## src/rtl/exe_stage.sv

```systemverilog
// Execute pipeline stage: ALU, optional restoring divider (EXE_DIVIDER_EN),
// memory access address/alignment checks and data SRAM request generation.

module alu (
  input  logic [11:0] alu_op,
  input  logic [31:0] alu_src1,
  input  logic [31:0] alu_src2,
  output logic [31:0] alu_result
);

  // One-hot op: add sub slt sltu and nor or xor sll srl sra lui (bit 0 .. bit 11)
  logic [31:0] add_sub;
  logic        slt;
  logic        sltu;

  assign add_sub = alu_op[1] ? (alu_src1 - alu_src2) : (alu_src1 + alu_src2);
  assign slt     = $signed(alu_src1) < $signed(alu_src2);
  assign sltu    = alu_src1 < alu_src2;

  always_comb begin
    alu_result = 32'b0;
    unique case (1'b1)
      alu_op[0]:  alu_result = add_sub;
      alu_op[1]:  alu_result = add_sub;
      alu_op[2]:  alu_result = {31'b0, slt};
      alu_op[3]:  alu_result = {31'b0, sltu};
      alu_op[4]:  alu_result = alu_src1 & alu_src2;
      alu_op[5]:  alu_result = ~(alu_src1 | alu_src2);
      alu_op[6]:  alu_result = alu_src1 | alu_src2;
      alu_op[7]:  alu_result = alu_src1 ^ alu_src2;
      alu_op[8]:  alu_result = alu_src1 << alu_src2[4:0];
      alu_op[9]:  alu_result = alu_src1 >> alu_src2[4:0];
      alu_op[10]: alu_result = $signed(alu_src1) >>> alu_src2[4:0];
      alu_op[11]: alu_result = alu_src2;
      default:    alu_result = 32'b0;
    endcase
  end

endmodule

module exe_stage #(
  parameter int unsigned DS_TO_ES_BUS_WD = 160,
  parameter int unsigned ES_TO_MS_BUS_WD = 83,
  parameter int unsigned ES_FWD_BUS_WD   = 39
) (
  input  logic                       clk,
  input  logic                       reset,
  input  logic                       ms_allowin,
  output logic                       es_allowin,
  input  logic                       ds_to_es_valid,
  input  logic [DS_TO_ES_BUS_WD-1:0] ds_to_es_bus,
  output logic                       es_to_ms_valid,
  output logic [ES_TO_MS_BUS_WD-1:0] es_to_ms_bus,
  output logic [ES_FWD_BUS_WD-1:0]   es_fwd_bus,
  input  logic                       es_flush_pipe,
  input  logic                       ms_ex,
  output logic                       data_sram_en,
  output logic [3:0]                 data_sram_we,
  output logic [31:0]                data_sram_addr,
  output logic [31:0]                data_sram_wdata
);

  logic                       es_valid;
  logic                       es_ready_go;
  logic [DS_TO_ES_BUS_WD-1:0] ds_to_es_bus_q;

  logic        ex_in;
  logic [3:0]  div_op;
  logic [4:0]  load_op;
  logic [2:0]  store_op;
  logic        res_from_mem;
  logic        gr_we;
  logic [4:0]  dest;
  logic [11:0] alu_op;
  logic [31:0] src1;
  logic [31:0] src2;
  logic [31:0] store_data;
  logic [31:0] pc;

  assign {ex_in, div_op, load_op, store_op, res_from_mem, gr_we, dest, alu_op,
          src1, src2, store_data, pc} = ds_to_es_bus_q;

  always_ff @(posedge clk) begin
    if (reset) begin
      es_valid <= 1'b0;
    end else if (es_flush_pipe) begin
      es_valid <= 1'b0;
    end else if (es_allowin) begin
      es_valid <= ds_to_es_valid;
    end
  end

  always_ff @(posedge clk) begin
    if (reset) begin
      ds_to_es_bus_q <= '0;
    end else if (ds_to_es_valid && es_allowin) begin
      ds_to_es_bus_q <= ds_to_es_bus;
    end
  end

  assign es_allowin     = !es_valid || (es_ready_go && ms_allowin);
  assign es_to_ms_valid = es_valid && es_ready_go && !es_flush_pipe;

  logic [31:0] alu_result;
  logic [31:0] es_result;

  alu u_alu (
    .alu_op    (alu_op),
    .alu_src1  (src1),
    .alu_src2  (src2),
    .alu_result(alu_result)
  );

`ifdef EXE_DIVIDER_EN
  typedef enum logic [1:0] {StIdle, StBusy, StDone} div_state_e;

  div_state_e  state_q, state_d;
  logic [4:0]  cnt_q, cnt_d;
  logic [31:0] rem_q, rem_d;
  logic [31:0] quo_q, quo_d;
  logic [31:0] dsor_q, dsor_d;

  logic        is_div;
  logic        signed_op;
  logic        want_mod;
  logic        src1_neg;
  logic        src2_neg;
  logic [31:0] abs1;
  logic [31:0] abs2;
  logic [32:0] shifted;
  logic [32:0] diff;
  logic        ge;
  logic        div_zero;
  logic [31:0] quo_fix;
  logic [31:0] rem_fix;

  // A div carrying a decode exception never starts the divider.
  assign is_div    = (|div_op) && !ex_in;
  assign signed_op = div_op[3] | div_op[2];
  assign want_mod  = div_op[2] | div_op[0];
  assign src1_neg  = signed_op & src1[31];
  assign src2_neg  = signed_op & src2[31];
  assign abs1      = src1_neg ? (32'b0 - src1) : src1;
  assign abs2      = src2_neg ? (32'b0 - src2) : src2;
  assign shifted   = {rem_q, quo_q[31]};
  assign diff      = shifted - {1'b0, dsor_q};
  assign ge        = shifted >= {1'b0, dsor_q};

  always_comb begin
    state_d = state_q;
    cnt_d   = cnt_q;
    rem_d   = rem_q;
    quo_d   = quo_q;
    dsor_d  = dsor_q;
    unique case (state_q)
      StIdle: begin
        if (es_valid && is_div && !es_flush_pipe) begin
          state_d = StBusy;
          cnt_d   = 5'd0;
          rem_d   = 32'b0;
          quo_d   = abs1;
          dsor_d  = abs2;
        end
      end
      StBusy: begin
        rem_d = ge ? diff[31:0] : shifted[31:0];
        quo_d = {quo_q[30:0], ge};
        cnt_d = cnt_q + 5'd1;
        if (cnt_q == 5'd31) state_d = StDone;
      end
      StDone: begin
        if (es_to_ms_valid && ms_allowin) state_d = StIdle;
      end
      default: state_d = StIdle;
    endcase
    if (es_flush_pipe) state_d = StIdle;
  end

  always_ff @(posedge clk) begin
    if (reset) begin
      state_q <= StIdle;
      cnt_q   <= 5'd0;
      rem_q   <= 32'b0;
      quo_q   <= 32'b0;
      dsor_q  <= 32'b0;
    end else begin
      state_q <= state_d;
      cnt_q   <= cnt_d;
      rem_q   <= rem_d;
      quo_q   <= quo_d;
      dsor_q  <= dsor_d;
    end
  end

  // Operands stay in the input register while the divider runs, so the
  // sign fix-up reads them directly.
  assign div_zero = (src2 == 32'b0);
  assign quo_fix  = div_zero ? 32'hFFFF_FFFF :
                    ((src1_neg ^ src2_neg) ? (32'b0 - quo_q) : quo_q);
  assign rem_fix  = div_zero ? src1 : (src1_neg ? (32'b0 - rem_q) : rem_q);

  assign es_ready_go = !is_div || (state_q == StDone);
  assign es_result   = is_div ? (want_mod ? rem_fix : quo_fix) : alu_result;
`else
  logic unused_div_op;

  assign unused_div_op = ^div_op;
  assign es_ready_go   = 1'b1;
  assign es_result     = alu_result;
`endif

  logic       ld_w;
  logic       ld_h;
  logic       st_b;
  logic       st_h;
  logic       st_w;
  logic       is_mem;
  logic       misalign;
  logic       es_ex;
  logic [5:0] ecode;
  logic [3:0] we_raw;

  assign ld_w     = load_op[2];
  assign ld_h     = load_op[3] | load_op[0];
  assign st_b     = store_op[2];
  assign st_h     = store_op[1];
  assign st_w     = store_op[0];
  assign is_mem   = (|load_op) | (|store_op);
  assign misalign = ((ld_h | st_h) & alu_result[0]) |
                    ((ld_w | st_w) & (alu_result[1:0] != 2'b00));
  assign es_ex    = ex_in | misalign;
  // Decode exceptions carry their own ecode downstream; report 0 here.
  assign ecode    = ex_in ? 6'h00 : (misalign ? 6'h09 : 6'h00);

  always_comb begin
    we_raw          = 4'b0000;
    data_sram_wdata = store_data;
    if (st_b) begin
      we_raw          = 4'b0001 << alu_result[1:0];
      data_sram_wdata = {4{store_data[7:0]}};
    end else if (st_h) begin
      we_raw          = alu_result[1] ? 4'b1100 : 4'b0011;
      data_sram_wdata = {2{store_data[15:0]}};
    end else if (st_w) begin
      we_raw          = 4'b1111;
    end
  end

  assign data_sram_en   = es_valid && is_mem && !es_ex && !ms_ex && !es_flush_pipe;
  assign data_sram_we   = data_sram_en ? we_raw : 4'b0000;
  assign data_sram_addr = alu_result;

  assign es_to_ms_bus = {es_ex, ecode, load_op, res_from_mem, gr_we, dest, es_result, pc};
  assign es_fwd_bus   = {es_valid && res_from_mem, es_valid && gr_we, dest, es_result};

endmodule

```

## config.mk

```make
export PLATFORM = sky130hd
export DESIGN_NAME = exe_stage
export DESIGN_NICKNAME = d
export VERILOG_FILES = /design/src/rtl/exe_stage.sv
export SDC_FILE = /design/constraint.sdc
export NUM_CORES = 1
export LEC_CHECK = 0
export BUFFER_PORTS_ARGS = -buffer_cell sky130_fd_sc_hd__buf_2
export CAP_MARGIN = 0
export CORE_UTILIZATION = 56
export CTS_CLUSTER_SIZE = 30
export DETAILED_ROUTE_END_ITERATION = 12
export PLACE_DENSITY_LB_ADDON = 0.2
export SYNTH_ARGS = -nofsm -noshare
export SYNTH_HDL_FRONTEND = slang
export SYNTH_SLANG_ARGS = --single-unit
```

## constraint.sdc

```tcl
create_clock -name clk -period 5.8 [get_ports clk]
set_clock_uncertainty 0.1 [all_clocks]
set_input_delay 0.87 -clock clk [delete_from_list [all_inputs] [get_ports clk]]
set_output_delay 0.87 -clock clk [all_outputs]
set_load 0.01 [all_outputs]
```

# Word level (Yosys, flattened, before mapping)
# Index checks and enable logic that the tools add are counted.
[word_totals]
ramBits = 0
in_bits = 166
word_cells = 51
output_inout_bits = 193
rom_bits = 0
n_memories = 0
ff_bits = 161
latchBits = 0
[classes]
bitwise = 12
n_addsub = 2
shift = 4
eq_ne = 0
n_mux = 11
n_div = 0
reduce_logical = 18
order_cmp = 2
mul = 0
[op_table]
columns = ["op", "count"]
rows = [
  ["case mux 32 bit (11 select lines)", 1],
  ["two-way mux 32 bit", 3],
  ["less-than comparator 32 bit", 2],
  ["adder 32 bit", 1],
  ["AND 32 bit", 1],
  ["NOT 32 bit", 1],
  ["bitwise OR 32 bit", 1],
  ["<< shifter 32 x 5 -> 32 bit", 1],
  ["right shift 32 x 5 -> 32 bit", 1],
  [">>> shifter 32 x 5 -> 32 bit", 1],
  ["subtractor 32 bit", 1],
  ["bitwise XOR 32 bit", 1],
  ["two-way mux 4 bit", 7],
  ["logical AND 1 bit", 8],
  ["bitwise OR 1 bit", 6],
  ["OR reduction 5 bit", 1],
  ["logical NOT 1 bit", 4],
  ["OR reduction 2 bit", 2],
  ["<< shifter 1 x 2 -> 4 bit, first input constant", 1],
  ["OR reduction 3 bit", 1],
  ["AND 1 bit", 2],
  ["nonzero test 2 bit", 1],
  ["logical OR 1 bit", 1],
]

# Depth between registers and ports, before layout
[depth]
ltp_word = 12
ltp_mapped = 16

# By module
# A second synthesis with hierarchy kept.
[hier_totals]
cells_unflattened = 2182
hier_area_um2 = 16285.6
[by_module_without_submodules]
columns = ["mod", "n_inst", "area_per_inst_um2", "cells_each", "seq_area_each_um2"]
rows = [
  ["alu", 1, 8936.1, 1261, 0.0],
  ["exe_stage", 1, 7349.5, 921, 3143.0],
]

# Worst setup path before layout
# No wires, ideal clock.
[synth_timing]
path_type = "reg-to-output"
from = "reg ds_to_es_bus_q[66]"
to = "out es_fwd_bus[26]"
path_buffers = 5
arrival_time_ns = 4.326
path_slack_ns = 0.504
path_stages_with_launch = 17
cell_sequence = "dfxtp_1 > clkinv_1 > buf_1 > buf_1 > clkbuf_1 > ha_1 > buf_2 > a21oi_1 > o221ai_1 > a41oi_2 > a41oi_2 > a31o_2 > a211oi_2 > a211o_1 > mux2i_1 > o21ai_0 > buf_4"
[synth_between]
elab_chain_cells = 3
elab_cells_between_ends = 7
[synth_lines]
columns = ["element", "line_no", "source"]
rows = [
  ["start: declaration", "65", "logic [DS_TO_ES_BUS_WD-1:0] ds_to_es_bus_q;"],
  ["start signal: assignment", "97", "ds_to_es_bus_q <= ds_to_es_bus;"],
  ["adder 32 bit / subtractor 32 bit (equally long branches)", "16", "assign add_sub = alu_op[1] ? (alu_src1 - alu_src2) : (alu_src1 + alu_src2);"],
  ["two-way mux 32 bit", "16", ""],
  ["case mux 32 bit (11 select lines) *", "22", "unique case (1'b1)"],
  ["end: declaration", "54", "output logic [ES_FWD_BUS_WD-1:0] es_fwd_bus,"],
]
# Mark *: on every way between the ends. The rest lies on a longest branch, timed or not.

# Worst setup path in the final report
[layout_timing]
from = "reg ds_to_es_bus_q[65]"
to = "out es_to_ms_bus[60]"
[layout_between]
elab_chain_cells = 3
elab_cells_between_ends = 7
[layout_lines]
columns = ["element", "line_no", "source"]
rows = [
  ["adder 32 bit / subtractor 32 bit (equally long branches)", "16", ""],
  ["two-way mux 32 bit", "16", ""],
  ["case mux 32 bit (11 select lines) *", "22", ""],
  ["end: declaration", "53", "output logic [ES_TO_MS_BUS_WD-1:0] es_to_ms_bus,"],
]
# Marked as above.

==> impl_metrics.ini <==
[outcome]
status = finished clean

[timing]
fin_tns_setup_ps = 0
finalSetupViolations = 0
timing.hold.ws_ps = 352.7
finalHoldViolations = 0
fin_crit_sh = 0.9519
slew_viol_final = 0
setup_ws_ps = 278.9
clock.fmax_ghz = 0.1811
fin_crit_ps = 5521
rsz0062_at_grt = no
maxSlewHeadroom = 0.3428
tightest_slew_ps = 985.8

[global_routing]
antenna_found_initial = 0
grt_pass1_vias = 14730
grt_overflow = 0
grt_max_degree = 95
grt_pass1_wl_um = 85500
grtUsageTotal = 0.3927

[floorplan]
die_area_um2 = 28340
die_y_um = 168.3
placementRows = 60
die_w_um = 168.3
initial_utilization = 0.5733
fp.coreArea_um2 = 27030
num_io_pins = 359

[power_and_ir_drop]
p_sw_uw = 1589
pwr-share-clk = 0.294
peakVddDrop_uv = 189.9
seq_power_share = 0.314
p_comb_frac = 0.391
switching_share = 0.4092
intPower_uw = 2294
p_per_area_nw_per_um2 = 228.3
leakagePower_uw = 0.007540

[clock_network]
clk_latency_ps = 450
cts_setup_buffers = 0
cts_buffer_depth = 2
cts_root_buf = clkbuf_16
numClockSinks = 157
hold_buffers = 0
post_cts_resized = 0
cts_tree = done
h-tree-depth = 4
cts_buffers = 17
path_clk_slew_ps = 70

[worst_setup_path]
timing.rr.start = es_valid
crit_family = compound AO/OA/AOI/OAI gates
worstSetupPathType = flip-flop to output port
crit_top_cell = a41oi_2
path_cells = buf_4, fa_1, a21oi_1, o221ai_1, a41oi_2, a41oi_2, a31o_2, a211oi_2, o311ai_0, o41ai_1, a211o_1, buf_2
critPathLaunchType = flip-flop
ff2ff_setup_slack_ps = 3220
worstPathArrival_ps = 4550
path_buf_inv = 2
rr_endpoint = ds_to_es_bus_q[129]
cpMaxStageDelayCell = buf_4
critPathMaxStageDelay_ps = 710
worstPathMaxFanout = 80
critPathCaptureType = output port
crit_end = es_to_ms_bus[60]
cp.required_ps = 4830
crit_path_start = ds_to_es_bus_q[65]
reg2reg_depth = 5
critical_path_depth = 12

[layout]
fin_nets = 2519
final_area_um2 = 17010
drive_gt1_frac = 0.2295
area_growth_pct = 9.754

[synth]
ys_ff_latch = 157
synthFlopType = dfxtp_1
synth-xor-area-share = 0.02487
synth_warnings = 0
syn_avg_cell_area_um2 = 7.302
yosysTopAreaCell = dfxtp_1
synth_compound_area_frac = 0.2442
synth-edff-count = 0
ys_types = 83
ys_top_cells_by_count = nand2_1, a21oi_1, dfxtp_1
synth_adder_area_share = 0.08091
synth_cells = 2122
muxShareOfSynthArea = 0.1314
yosys.area.top_type_share = 0.2028
seq_area_frac_synth = 0.2028
synth_area_leaders = dfxtp_1, nand2_1, a21oi_1
synth-simple-area-share = 0.1852
netlist_area_um2 = 15490
yosysMostFrequentCell = nand2_1
synth-async-reset-ratio = 0
synth_top_family_by_area = compound AO/OA/AOI/OAI gates

[routing]
drc = 0
vias_per_cell = 6.268
antenna_left = 0
drt_iter0_markers = 2067
wire_per_inst_um = 21.99
drtPass1Iterations = 6
drt_wl_total_um = 57350
vias = 16350

[place]
io_buffers = 350
postPlaceCellArea_um2 = 16440
place.gp.congestion = 1.004
pre_cts_ws_ps = 868.5
hpwlAfterDp_um = 42490

[min_path]
whs_path_depth = 2
min_path_type = flip-flop to flip-flop

[flow_run]
cap_violations = 0
-- worst min-delay path, cell delays in order, from the launching register on --
cell	delay, ps
dfxtp_1	310
nand2_1	50
a21oi_1	50
-- layer usage --
metal,part of all wire,vias to the layer above,GRT usage
met3,0.11,122,0.09309
met2,0.45,964,0.6204
met4,0.037,0,0.1561
li1,-,7593,-
met1,0.41,7668,0.5153
met5,0,-,0
-- worst min path at each step --
stage	startpoint	slack, ps	end
final	ds_to_es_bus_q[25]	350	ds_to_es_bus_q[25]
after global placement	ds_to_es_bus_q[25]	340	ds_to_es_bus_q[25]
after detailed placement	ds_to_es_bus_q[25]	340	ds_to_es_bus_q[25]
after CTS	ds_to_es_bus_q[25]	350	ds_to_es_bus_q[25]
after floorplan	ds_to_es_bus_q[48]	330	ds_to_es_bus_q[48]
after global routing	ds_to_es_bus_q[25]	370	ds_to_es_bus_q[25]
-- kinds of logic after synthesis --
family | after synthesis
AOI/OAI and AO/OA | 590
and+or+nand+nor | 683
buffers and inverters | 396
adders and majority gates | 99
other | 1
DFF | 157
xor gates and xnor gates | 44
muxes | 152
-- registers in the layout, indices dropped and copies added (netlist names) --
name,cells
ds_to_es_bus_q,156
es_valid,1
-- cell usage in the layout (no fill, tap or decap), types with 18 or more instances in the layout --
master and instances:
a21oi_1 257, a221oi_1 18, a222oi_1 27, buf_2 349, buf_4 46, dfxtp_1 153, ha_1 97, inv_1 109
mux2_2 26, mux2i_1 86, mux4_2 37, nand2_1 413, nand3_1 40, nor2_1 119, nor3_1 29, o211ai_1 22
o21ai_0 95, xnor2_1 34
-- metrics by stage --
| stage | total power [uW] | std cells | util |
|---|---|---|---|
| after floorplan | 2348 | 2125 | - |
| after global placement | 2705 | 2576 | 0.6083 |
| after detailed placement | 2723 | 2576 | 0.6083 |
| after CTS | 3853 | 2607 | 0.6292 |
| after global routing | 4049 | 2607 | 0.6292 |
| final | 3883 | 2608 | 0.6293 |
-- area by class of cell --
class,instances,area (um2)
Clock inverter,14,138.9
Fill cell,2532,10020
Multi-Input combinational cell,1572,10350
Sequential cell,157,3151
Inverter,111,416.7
Antenna cell,1,2.502
Clock buffer,17,425.4
Tap cell,341,426.7
Timing Repair Buffer,395,2092
-- power by group through the flow --
stage	sequential (uW)	combinational (uW)	clock (uW)
finish	1220	1520	1140
global route	1230	1630	1190
CTS	1220	1490	1150
detailed placement	1240	1480	0
global placement	1240	1470	0
floorplan	1210	1130	0
(Power assumes the default switching activity.)
